**src/rtl/mem_port_arbiter.sv**
```systemverilog
// Arbitrates one backing memory port between instruction fetch and data access.
// Data has priority, but a bounded streak counter guarantees that a waiting fetch still progresses.
module mem_port_arbiter #(
    parameter int ADDR_W       = 32,
    parameter int DATA_W       = 32,
    parameter int MAX_D_STREAK = 4
) (
    input  logic              clk_i,
    input  logic              rst_i,
    input  logic              i_req_i,
    input  logic [ADDR_W-1:0] i_addr_i,
    input  logic              i_flush_i,
    output logic [DATA_W-1:0] i_rdata_o,
    output logic              i_ready_o,
    input  logic              d_req_i,
    input  logic              d_we_i,
    input  logic [ADDR_W-1:0] d_addr_i,
    input  logic [DATA_W-1:0] d_wdata_i,
    output logic [DATA_W-1:0] d_rdata_o,
    output logic              d_ready_o,
    output logic              mem_req_o,
    output logic              mem_we_o,
    output logic [ADDR_W-1:0] mem_addr_o,
    output logic [DATA_W-1:0] mem_wdata_o,
    input  logic              mem_ack_i,
    input  logic [DATA_W-1:0] mem_rdata_i,
    output logic              stall_o,
    output logic              err_o
);

    localparam logic [1:0] IDLE   = 2'd0;
    localparam logic [1:0] BUSY_I = 2'd1;
    localparam logic [1:0] BUSY_D = 2'd2;
    localparam logic [1:0] DONE   = 2'd3;

    localparam logic [3:0] MAX_S = 4'(MAX_D_STREAK);

    logic [1:0] state;
    logic [3:0] streak;
    logic       squash;
    logic       owner_d;
    logic       i_ready_r;
    logic       grant_d;
    logic       grant_i;

    assign grant_d = d_req_i && (!i_req_i || (streak < MAX_S));
    assign grant_i = !grant_d && i_req_i && !i_flush_i;

    // A flush arriving in the completion cycle must still hide the fetched instruction.
    assign i_ready_o = i_ready_r & ~(i_flush_i & ~owner_d);
    assign stall_o   = (i_req_i & ~i_ready_o) | (d_req_i & ~d_ready_o);

    always_ff @(posedge clk_i) begin
        if (rst_i) begin
            state       <= IDLE;
            streak      <= '0;
            squash      <= 1'b0;
            owner_d     <= 1'b0;
            i_ready_r   <= 1'b0;
            d_ready_o   <= 1'b0;
            i_rdata_o   <= '0;
            d_rdata_o   <= '0;
            mem_req_o   <= 1'b0;
            mem_we_o    <= 1'b0;
            mem_addr_o  <= '0;
            mem_wdata_o <= '0;
            err_o       <= 1'b0;
        end else begin
            i_ready_r <= 1'b0;
            d_ready_o <= 1'b0;

            if ((state == IDLE || state == DONE) && mem_ack_i)
                err_o <= 1'b1;
            if ((state == BUSY_I && !i_req_i) || (state == BUSY_D && !d_req_i))
                err_o <= 1'b1;

            // A data requester that backs off forfeits its accumulated streak.
            if (!d_req_i && i_req_i)
                streak <= '0;

            case (state)
                IDLE: begin
                    if (grant_d) begin
                        owner_d     <= 1'b1;
                        mem_req_o   <= 1'b1;
                        mem_we_o    <= d_we_i;
                        mem_addr_o  <= d_addr_i;
                        mem_wdata_o <= d_wdata_i;
                        state       <= BUSY_D;
                        if (i_req_i)
                            streak <= streak + 4'd1;
                    end else if (grant_i) begin
                        owner_d    <= 1'b0;
                        mem_req_o  <= 1'b1;
                        mem_we_o   <= 1'b0;
                        mem_addr_o <= i_addr_i;
                        state      <= BUSY_I;
                        streak     <= '0;
                    end
                end
                BUSY_I: begin
                    if (i_flush_i)
                        squash <= 1'b1;
                    if (mem_ack_i) begin
                        mem_req_o <= 1'b0;
                        if (!squash && !i_flush_i) begin
                            i_rdata_o <= mem_rdata_i;
                            i_ready_r <= 1'b1;
                        end
                        squash <= 1'b0;
                        state  <= DONE;
                    end
                end
                BUSY_D: begin
                    if (mem_ack_i) begin
                        mem_req_o <= 1'b0;
                        d_rdata_o <= mem_rdata_i;
                        d_ready_o <= 1'b1;
                        state     <= DONE;
                    end
                end
                default: begin
                    state <= IDLE;
                end
            endcase
        end
    end

endmodule

```
**config.mk**
```make
export PLATFORM = sky130hd
export DESIGN_NAME = mem_port_arbiter
export DESIGN_NICKNAME = d
export VERILOG_FILES = /design/src/rtl/mem_port_arbiter.sv
export SDC_FILE = /design/constraint.sdc
export NUM_CORES = 1
export LEC_CHECK = 0
export ABC_CLOCK_PERIOD_IN_PS = 4900
export BUFFER_PORTS_ARGS = -buffer_cell sky130_fd_sc_hd__buf_2
export CORE_MARGIN = 4
export CORE_UTILIZATION = 48
export DETAILED_ROUTE_END_ITERATION = 16
export HOLD_SLACK_MARGIN = 0.15
export PLACE_DENSITY = 0.93
export SYNTH_ARGS = -nofsm -noshare
export SYNTH_HDL_FRONTEND = slang
export SYNTH_SLANG_ARGS = --single-unit
```
**constraint.sdc**
```tcl
create_clock -name clk_i -period 4.9 [get_ports clk_i]
set_input_delay 0.49 -clock clk_i [delete_from_list [all_inputs] [get_ports clk_i]]
set_output_delay 0.49 -clock clk_i [all_outputs]
set_load 0.1 [all_outputs]
```
Yosys cells after proc, flatten, opt, wreduce, memory -nomap -nowiden

Index checks and enable logic that the tools add are counted.

Add/sub/neg operators: 1
$lt $le $gt $ge: 1
Equality and inequality tests: 5
Muxes and demuxes: 24
Bitwise logic cells: 12
Reduce and logical (&&, ||, !) cells: 31

Operator list:

| operator              | number |
|---|---|
| $mux W32              | 2 |
| $mux W4               | 5 |
| $mux W1               | 12 |
| $reduce_and A2 Y1     | 5 |
| $logic_and A1 B1 Y1   | 8 |
| $reduce_bool A2 Y1    | 4 |
| $not A1 Y1            | 7 |
| $mux W2               | 3 |
| $reduce_and A3 Y1     | 2 |
| $logic_not A1 Y1      | 5 |
| $add A4 B1 Y4 const B | 1 |
| $and A1 B1 Y1         | 4 |
| $eq A2 B2 Y1 const B  | 2 |
| $lt A4 B3 Y1 const B  | 1 |
| $pmux W2 S2           | 1 |
| $reduce_or A2 Y1      | 2 |
| $logic_or A1 B1 Y1    | 3 |
| $ne A3 B3 Y1 const B  | 1 |
| $reduce_or A3 Y1      | 1 |
| $eq A2 B1 Y1 const B  | 1 |
| $logic_not A2 Y1      | 1 |
| $ne A2 B1 Y1 const B  | 1 |
| $pmux W1 S2           | 1 |
| $or A1 B1 Y1          | 1 |

Flip-flop bits (word level): 141
Input port bits: 135
Output and inout bits: 134
Logic and storage cells: 87

Depth between registers and ports, before layout

Gate-level depths: netlist of run 1.

Depth in word-level cells: 9
Mapped depth: 8
Gate-level depth less buffers: 6

Worst setup path before layout of run 1

No wires, ideal clock.

Kind: in2out
Start: input i_flush_i
End: output stall_o
Data arrival time: 4.634 ns
Data required time: 4.410 ns
Slack: -0.224 ns
Cell stages on the path: 3
Path buffers: 1
Cells stage by stage: buf_6 a21boi_0 o22ai_1

Cells in the longest elaborated chain, start to end: 6

RTL lines:

| item                | RTL line | RTL |
|---|---|---|
| start, declared     | 12       | `input logic i_flush_i,` |
| $and A1 B1 Y1       | 50       | `assign i_ready_o = i_ready_r & ~(i_flush_i & ~owner_d);` |
| $not A1 Y1          | 50       |  |
| $and A1 B1 Y1       | 50       |  |
| named net i_ready_o | 14       | `output logic i_ready_o,` |
| $not A1 Y1          | 51       | `assign stall_o = (i_req_i & ~i_ready_o) \| (d_req_i & ~d_ready_o);` |
| $and A1 B1 Y1       | 51       |  |
| $or A1 B1 Y1        | 51       |  |
| end, declared       | 27       | `output logic stall_o,` |

The timed path passes the listed nets, and every way through them passes these cells.

Worst setup path in the final report of run 1

Start: input d_req_i
End: output stall_o

Cells in the longest elaborated chain, start to end: 2

RTL lines:

| item            | RTL line | RTL |
|---|---|---|
| start, declared | 15       | `input logic d_req_i,` |
| $and A1 B1 Y1   | 51       |  |
| $or A1 B1 Y1    | 51       |  |

Every way passes these cells.

==> results of run 1 <==
## final timing paths
check | to
worst max register to register | streak[0]
worst max-delay path | stall_o
worst min-delay path | mem_wdata_o[19]
worst min register to register | mem_wdata_o[18]
## state kept, by name, summed over array words and instances (netlist names)
signal and flops:
mem_wdata_o 32, d_ready_o 1, owner_d 1, mem_req_o 1, squash 1, i_rdata_o 32
streak 4, err_o 1, mem_addr_o 32, d_rdata_o 32, state 2, mem_we_o 1
i_ready_r 1
## worst reg2reg max path, cell delays in order, from the launching register on
cell	delay, ns
dfxtp_1	0.37
o21ai_4	0.15
buf_4	0.34
nand2_1	0.73
or4_1	0.73
o21ai_1	0.09
## routing by layer
metal / wire [µm] / up-vias / track usage [%]
met2: 8680 / 264 / 40.7
met5: 0 / - / 0
met3: 1370 / 40 / 6.48
met4: 439 / 0 / 10.1
li1: - / 2820 / -
met1: 6370 / 2645 / 26.4
## cells in the final DEF (no fill, tap or decap), types with 3 or more instances in the layout
cell type	n
clkbuf_1	3
ha_1	5
buf_4	9
dfxtp_1	141
clkbuf_16	17
bufinv_16	3
a21oi_1	137
nand3_1	34
nand2_1	233
a311oi_2	30
inv_1	6
buf_2	267
o21ai_0	4
nor2_1	3
clkinv_4	5
## logic make-up (layout without fill, tap and decap cells)
logic type               count (synthesis)  count (layout)  synth area share (%)
flip-flops                             141             141                  49.6
buffers and inverters                   66             314                  5.43
AND/OR/NAND/NOR                        287             287                  20.7
adder cells (fa/ha/maj)                  5               5                  1.10
AO/OA/AOI/OAI                          191             191                  23.2
other                                    0               1                     0
## layout make-up
type,count,area [µm²]
diodes,1,2.50
clock buffers,20,437
fillers,917,3920
clock inverters,12,164
multi-input cells,483,2570
inverters,6,22.5
flip-flops and latches,141,2820
well taps,143,179
repair buffers,276,1400
## where the power goes
| part | switching, µW | internal, µW |
|---|---|---|
| registers | 113 | 1350 |
| clock network | 498 | 807 |
| logic | 1970 | 429 |
## stage by stage
step | utilization, % | area, µm² | std cells
after floorplan | - | 5700 | 690
after global placement | 60.8 | 7000 | 1049
after detailed placement | 60.8 | 7000 | 1049
after CTS | 66.0 | 7600 | 1081
after global routing | 66.0 | 7600 | 1082
final | 66.0 | 7600 | 1082
==> flow_summary.json, run 1 <==
{
  "status": "complete, no violations",
  "clk-insertion-delay-late_ns": 0.42,
  "start_util_pct": 49.5,
  "numCtsBuffers": 17,
  "fmax_mhz": 399,
  "post-route-min-period_ns": 2.51,
  "async_reset_ff_share_pct": 0,
  "fin_crit_sh_pct": 51.2,
  "dp_worst_setup_slack_ns": 2.19,
  "critPathTopFamily": "buffers and inverters",
  "worst_slew_pin_slew_ns": 1.18,
  "worst_path_largest_cell_delay_ns": 0.52,
  "slew_headroom_pct": 21.2,
  "grt_pass1_vias": 5346,
  "synth.distinct_cells": 43,
  "grt_pass1_wl_um": 25300,
  "startpoint_type": "input port",
  "hp-start": "d_wdata_i[19]",
  "fp.dieArea_mm2": 0.0137,
  "drive_gt1_share_pct": 36.5,
  "htreeDepth": 4,
  "synthDominantCellAreaShare_pct": 49.6,
  "synthTopCellsByCount": "nand2_1, dfxtp_1, a21oi_1",
  "die_w_um": 117,
  "drt_wl_total_um": 16800,
  "wl_per_cell_um": 15.6,
  "grtUsageTotal_pct": 23.2,
  "cts_resized": 0,
  "drt_first_pass_iters": 5,
  "syn_to_final_growth_pct": 33.4,
  "ant_nets": 0,
  "crit_arrival_ns": 2.02,
  "synth_fp_nets": 830,
  "tns_ns": 0,
  "hold-worst-slack_ns": 0.309,
  "hp-class": "in2reg",
  "vias_per_cell": 5.33,
  "worst-setup-path-type": "in2out",
  "cts_setup_buffers": 0,
  "cts_buffer_depth": 2,
  "drcViolationCount": 0,
  "cts_sinks": 141,
  "crit_cells": 4,
  "drt_iter0_drc": 516,
  "yosysMostFrequentCell": "nand2_1",
  "skew_ns": 0.0116,
  "setup_slack_ns": 2.39,
  "rsz0062_at_grt": "false",
  "crit_fanout": 38,
  "clk_pin_slew_ns": 0.06,
  "p_per_area_mw_per_mm2": 680,
  "cap_violations": 0,
  "total_power_uw": 5170,
  "die_h_um": 117,
  "cp_cell_sequence": "buf_2 > inv_1 > o22ai_1 > buf_2",
  "ctsHoldBuffers": 0,
  "hpwl_um": 11600,
  "postSynthCellCount": 690,
  "via_count": 5769,
  "crit_start": "d_req_i",
  "yosysSeqAreaShare_pct": 49.6,
  "syn_area_mm2": 0.00570,
  "place_congestion": 0.870,
  "crit_buf_inv": 3,
  "antenna_found_initial": 1,
  "cp.required_ns": 4.41,
  "crit_path_top_delay_cell": "buf_2",
  "rrSetupSlack_ns": 2.42,
  "ios": 269,
  "nNetsFinal": 1065,
  "path_common_cell": "buf_2",
  "hold_depth": 3,
  "drv_slew": 0,
  "grt_max_degree": 106,
  "synthTopCellsByArea": "dfxtp_1, nand2_1, a21oi_1",
  "r2r-start": "streak[3]",
  "port_buffers": 268,
  "rr_worst_depth": 5,
  "root_buffer": "clkbuf_16",
  "synth_edf_count": 0,
  "core_area_mm2": 0.0115,
  "rows": 39,
  "cts_tree": "yes",
  "p_leak_uw": 0.00343,
  "yosysTopAreaCell": "dfxtp_1",
  "peakVddDrop_mv": 0.423,
  "ys_warn_count": 0,
  "worst_setup_path_end_kind": "output pin",
  "setup_viol": 0,
  "ys_ff_latch": 141,
  "synthFlopType": "dfxtp_1",
  "syn_avg_cell_area_um2": 8.25,
  "hold_viol": 0,
  "grt.overflow.total": 0
}
Power figures use the tool's default switching activity.
==> run 2: changes to the inputs <==
==> config.mk (replaced) <==
export PLATFORM = sky130hd
export DESIGN_NAME = mem_port_arbiter
export DESIGN_NICKNAME = d
export VERILOG_FILES = /design/src/rtl/mem_port_arbiter.sv
export SDC_FILE = /design/constraint.sdc
export NUM_CORES = 1
export LEC_CHECK = 0
export ABC_AREA = 1
export ABC_CLOCK_PERIOD_IN_PS = 2500
export BUFFER_PORTS_ARGS = -buffer_cell sky130_fd_sc_hd__buf_2
export CORE_MARGIN = 4
export CORE_UTILIZATION = 46
export DETAILED_ROUTE_END_ITERATION = 16
export HOLD_SLACK_MARGIN = 0.15
export PLACE_DENSITY = 0.91
export SYNTH_ARGS = -nofsm -noshare
export SYNTH_HDL_FRONTEND = slang
export SYNTH_SLANG_ARGS = --single-unit
==> constraint.sdc (replaced) <==
create_clock -name clk_i -period 2.5 [get_ports clk_i]
set_input_delay 0.25 -clock clk_i [delete_from_list [all_inputs] [get_ports clk_i]]
set_output_delay 0.25 -clock clk_i [all_outputs]
set_load 0.1 [all_outputs]
==> flow_summary.json, run 2 <==
{
  "status": "complete, no violations",
  "tns_ns": 0,
  "syn_to_final_growth_pct": 52.3,
  "synth_compound_area_share_pct": 16.2,
  "slew_headroom_pct": 29.3,
  "worst_path_largest_cell_delay_ns": 0.57,
  "start_util_pct": 47.8,
  "postSynthCellCount": 763,
  "cts_tree": "yes",
  "met3_usage_pct": 9.08,
  "yosysMostFrequentCell": "nand2_1",
  "hold_depth": 5,
  "ios": 269,
  "crit_arrival_ns": 2.54,
  "grt_pass1_wl_um": 31700,
  "fin_crit_sh_pct": 87.5,
  "grtUsageTotal_pct": 27.8,
  "drcViolationCount": 0,
  "numCtsBuffers": 17,
  "synth_top_family_by_area": "simple AND/OR/NAND/NOR gates",
  "synthTopCellsByArea": "dfxtp_1, nand2_1, nor2_1",
  "crit_start": "streak[2]",
  "total_power_uw": 11200,
  "synth_edf_count": 0,
  "drive_gt1_share_pct": 28.8,
  "place_inst": 1134,
  "via_count": 6426,
  "async_reset_ff_share_pct": 0,
  "grt_use_met2_pct": 47.1,
  "drt_wl_total_um": 19500,
  "worst_setup_path_end_kind": "register",
  "syn_avg_cell_area_um2": 7.24,
  "skew_ns": 0.00909,
  "hold_viol": 0,
  "synth_simple_gate_area_share_pct": 26.1,
  "cts_buffer_depth": 2,
  "core_area_mm2": 0.0116,
  "synthTopCellsByCount": "nand2_1, nor2_1, dfxtp_1",
  "cap_violations": 0,
  "hpwl_um": 11300,
  "grtUsageMet1_pct": 31.0,
  "nNetsFinal": 1233,
  "yosysSeqAreaShare_pct": 51.1,
  "ys_warn_count": 0,
  "synthFlopType": "dfxtp_1",
  "synth.distinct_cells": 23,
  "grt-busiest-layer": "met2",
  "wl_per_cell_um": 15.6,
  "final_common_cell": "buf_2",
  "syn_area_mm2": 0.00552,
  "ys_ff_latch": 141,
  "ant_nets": 0,
  "r2r-start": "streak[2]",
  "root_buffer": "clkbuf_16",
  "drt_iter0_drc": 594,
  "grt_pass1_vias": 6432,
  "vias_per_cell": 5.13,
  "clk_pin_slew_ns": 0.06,
  "port_buffers": 268,
  "path_common_cell": "nand2_1",
  "peakVddDrop_mv": 0.788,
  "rsz0062_at_grt": "false",
  "synth_xor_xnor_area_share_pct": 0,
  "startpoint_type": "register",
  "die_w_um": 118,
  "synth_fp_nets": 903,
  "cp.required_ns": 2.85,
  "rows": 39,
  "synth_mux_area_share_pct": 0,
  "p_leak_uw": 0.00426,
  "setup_viol": 0,
  "fmax_mhz": 457,
  "crit_path_end": "mem_addr_o[14]",
  "clk-insertion-delay-late_ns": 0.41,
  "cp_cell_sequence": "o21ai_2 > nand2_4 > inv_4 > nand2_1 > nand2_1 > dlygate4sd3_1 > o21ai_1 > nor2_1",
  "drt_first_pass_iters": 5,
  "hp-class": "in2reg",
  "worst_slew_pin_slew_ns": 1.06,
  "synthDominantCellAreaShare_pct": 51.1,
  "cts_setup_buffers": 0,
  "grt.overflow.total": 0,
  "yosysTopAreaCell": "dfxtp_1",
  "rrSetupSlack_ns": 0.31,
  "synthAdderAreaFrac_pct": 1.13,
  "htreeDepth": 4,
  "r2r-end": "mem_addr_o[14]",
  "fp.dieArea_mm2": 0.0138,
  "die_h_um": 118,
  "antenna_found_initial": 3,
  "grt_max_degree": 65,
  "p_per_area_mw_per_mm2": 1340,
  "final_cell_mix": "buf_2, nand2_1, nor2_1, dfxtp_1, dlygate4sd3_1",
  "drv_slew": 0,
  "place_congestion": 0.814,
  "crit_fanout": 37,
  "post-route-min-period_ns": 2.19,
  "final_cells": 1252,
  "cts_sinks": 141,
  "crit_path_top_delay_cell": "dlygate4sd3_1",
  "worst-setup-path-type": "reg2reg",
  "rr_worst_depth": 8
}
## run 2: changes by cell type after synthesis, moves of 4 or more
cell,before,now
a21oi_1,137,73
a311oi_2,30,0
buf_4,1,6
buf_6,5,1
clkbuf_1,36,29
inv_1,6,16
nand2_1,233,187
nand3_1,34,5
nor2_1,3,174
o21ai_0,4,69
o21ai_1,2,30
## run 2: logic make-up (layout without fill, tap and decap cells)
family | Yosys count | in the layout
flops | 141 | 141
simple gates | 372 | 372
fa+ha+maj | 5 | 5
compound gates | 177 | 177
other cells | 0 | 3
buf+inv | 68 | 411
## run 2: layer usage
metal  routed length [µm]  share of wire (%)  up-vias
met4                  886                4.5        0
met2                 9630                 49      372
met5                    0                  0        -
met3                 1650                8.4       73
li1                     -                  -     3098
met1                 7370                 38     2883
## run 2: final cells by class
class | count | area (µm²)
Timing Repair Buffer | 360 | 2250
Tap cell | 143 | 179
Sequential cell | 141 | 2820
Clock buffer | 23 | 488
Fill cell | 843 | 3150
Inverter | 19 | 73.8
Clock inverter | 9 | 181
Multi-Input combinational cell | 554 | 2410
Antenna cell | 3 | 7.51
## run 2: critical path: cells and delay by family (launching register included)
family                 cells  cell delay (ns)
AOI/OAI and AO/OA          2             0.27
buffers and inverters      2             0.95
DFF                        1             0.33
and+or+nand+nor            4             0.57
## run 2: worst min path at each step
stage                    from             end  slack (ns)
2_1_floorplan  mem_rdata_i[0]    i_rdata_o[0]        0.38
3_3_place_gp        streak[3]       streak[3]        0.44
6_report         d_addr_i[11]  mem_addr_o[11]        0.17
3_5_place_dp        streak[3]       streak[3]        0.44
5_1_grt          d_addr_i[21]  mem_addr_o[21]        0.17
4_1_cts          d_addr_i[23]  mem_addr_o[23]        0.15
## run 2: where the power goes
part           switching (µW)  total [µW]  internal, µW
combinational            4490        5430           940
sequential                258        2990          2730
clock                     944        2830          1880
## run 2: repair_timing
action / CTS / global route
hold buffers: 83 / 0
resized for setup: 0 / 2
endpoints found under the setup margin: 0 / 3
endpoints found under the hold margin: 111 / 0
## run 2: metrics by stage
step / cell area (µm²) / worst slack (ns) / utilization, % / hold slack (ns)
after global placement: 6900 / 0.778 / 59.7 / 0.441
after CTS: 8400 / 0.224 / 72.6 / 0.151
final: 8410 / 0.312 / 72.7 / 0.170
after global routing: 8410 / 0.117 / 72.7 / 0.173
after floorplan: 5530 / 0.442 / - / 0.385
after detailed placement: 6900 / 0.693 / 59.7 / 0.443
==> run 3: changes to the inputs <==
--- a/config.mk
+++ b/config.mk
@@ -6,13 +6,13 @@
 export NUM_CORES = 1
 export LEC_CHECK = 0
 export ABC_AREA = 1
-export ABC_CLOCK_PERIOD_IN_PS = 2500
+export ABC_CLOCK_PERIOD_IN_PS = 1770
 export BUFFER_PORTS_ARGS = -buffer_cell sky130_fd_sc_hd__buf_2
 export CORE_MARGIN = 4
-export CORE_UTILIZATION = 46
+export CORE_UTILIZATION = 42
 export DETAILED_ROUTE_END_ITERATION = 16
 export HOLD_SLACK_MARGIN = 0.15
-export PLACE_DENSITY = 0.91
+export PLACE_DENSITY = 0.88
 export SYNTH_ARGS = -nofsm -noshare
 export SYNTH_HDL_FRONTEND = slang
 export SYNTH_SLANG_ARGS = --single-unit
==> constraint.sdc (replaced) <==
create_clock -name clk_i -period 1.77 [get_ports clk_i]
set_input_delay 0.177 -clock clk_i [delete_from_list [all_inputs] [get_ports clk_i]]
set_output_delay 0.177 -clock clk_i [all_outputs]
set_load 0.1 [all_outputs]
==> flow_summary.json, run 3 (synthesis results as in run 2) <==
{
  "final_cells": 1338,
  "fp.dieArea_mm2": 0.0151,
  "slew_headroom_pct": 61.1,
  "post-route-min-period_ns": 1.69,
  "peakVddDrop_mv": 1.08,
  "syn_to_final_growth_pct": 61.7,
  "top_layer_used": "met4",
  "cts_tree": "yes",
  "hold_viol": 0,
  "hpwl_um": 11600,
  "cp.required_ns": 1.59,
  "ant_nets": 0,
  "cap_violations": 0,
  "grt.overflow.total": 0,
  "clk-insertion-delay-late_ns": 0.41,
  "worst-setup-path-type": "reg2out",
  "htreeDepth": 4,
  "rows": 41,
  "clk_pin_slew_ns": 0.06,
  "grt_max_degree": 78,
  "dpl_cell_area_mm2": 0.00705,
  "worst_slew_pin_slew_ns": 0.582,
  "antenna_found_initial": 0,
  "crit_arrival_ns": 1.52,
  "fin_crit_sh_pct": 95.6,
  "startpoint_type": "register",
  "final_common_cell": "buf_2",
  "setup_viol": 0,
  "numCtsBuffers": 17,
  "drcViolationCount": 0,
  "grt_pass1_vias": 6859,
  "drv_slew": 0,
  "status": "complete, no violations",
  "place_inst": 1171,
  "wl_met2_um": 10400,
  "tns_ns": 0,
  "cts_sinks": 141,
  "skew_ns": 0.00859,
  "nNetsFinal": 1290,
  "route.met3.wl_um": 1700,
  "m1WireLength_um": 7530,
  "rr_worst_depth": 8,
  "drt_iter0_drc": 381,
  "vias_per_cell": 5.00,
  "port_buffers": 268,
  "multi_input_area_mm2": 0.00242,
  "ios": 269,
  "die_h_um": 123,
  "wl_per_cell_um": 15.5,
  "via_count": 6695,
  "grt_pass1_wl_um": 32000,
  "ff_latch_area_mm2": 0.00282,
  "core_area_mm2": 0.0128,
  "fmax_mhz": 591,
  "hold_depth": 5,
  "p_per_area_mw_per_mm2": 1720,
  "crit_fanout": 2,
  "start_util_pct": 43.2,
  "p_leak_uw": 0.00445,
  "design_area_mm2": 0.00893,
  "drive_gt1_share_pct": 28.3,
  "die_w_um": 123,
  "grtUsageTotal_pct": 26.9,
  "drt_wl_total_um": 20700,
  "final_cell_mix": "buf_2, nand2_1, nor2_1, dfxtp_1, dlygate4sd3_1",
  "rsz0062_at_grt": "false",
  "root_buffer": "clkbuf_16",
  "worst_setup_path_end_kind": "output pin",
  "place_congestion": 0.786,
  "hp-class": "in2reg",
  "fillers": 933,
  "cts_buffer_depth": 2,
  "drt_first_pass_iters": 6,
  "final_util_pct": 69.9
}
## run 3: changes by cell type in the layout (fill, tap and decap cells not counted), sizes merged
cell         before  now
buf             277  286
bufinv            5    1
clkbuf           23   18
clkinv            4   10
clkinvlp          0    2
dlygate4sd3      83  131
inv              19   20
## run 3: worst paths after layout
kind / start / to / slack [ns]
worst max-delay path: owner_d / stall_o / 0.08
worst min-delay path: i_addr_i[23] / mem_addr_o[23] / 0.18
worst max register to register: state[1] / state[0] / 0.16
worst min register to register: streak[3] / streak[3] / 0.45
## run 3: critical path: stages, from the launching register on
cell	delay (ns)
dfxtp_1	0.31
o21a_1	0.22
o22ai_4	0.09
buf_2	0.47
## run 3: metrics by stage
step	power [µW]	setup slack (ns)	hold slack [ns]
after global routing	16100	0.0227	0.195
after detailed placement	11800	0.167	0.419
after global placement	11700	0.223	0.411
final	15400	0.0775	0.184
after CTS	15300	0.0445	0.153
after floorplan	10500	0.0266	0.312
## run 3: layout make-up
cell class	count	area share, %
antenna	3	0.0840
clock buffer	18	4.80
clock inverter	14	1.37
inverter	19	0.798
multi-input combinational	554	27.1
sequential	141	31.6
tap	172	2.41
timing repair buffer	417	31.8
## run 3: routing by layer
layer  track usage, %  vias up
met4             18.5        0
met2             47.7      372
li1                 -     3214
met1             27.3     3008
met5                0        -
met3             7.24      101
## run 3: repair_timing
item                                    in CTS  in global routing
hold endpoints to repair                   132                  0
gates resized for setup                      0                  2
endpoints found under the setup margin       0                 21
hold buffers                               131                  0
buffers inserted                             0                  1
## run 3: power by group
group / leakage (µW) / total (µW) / internal [µW] / switching, µW
registers: 0.00115 / 4210 / 3850 / 362
clock network: 0.000270 / 3310 / 1930 / 1380
logic: 0.00303 / 7880 / 1490 / 6380
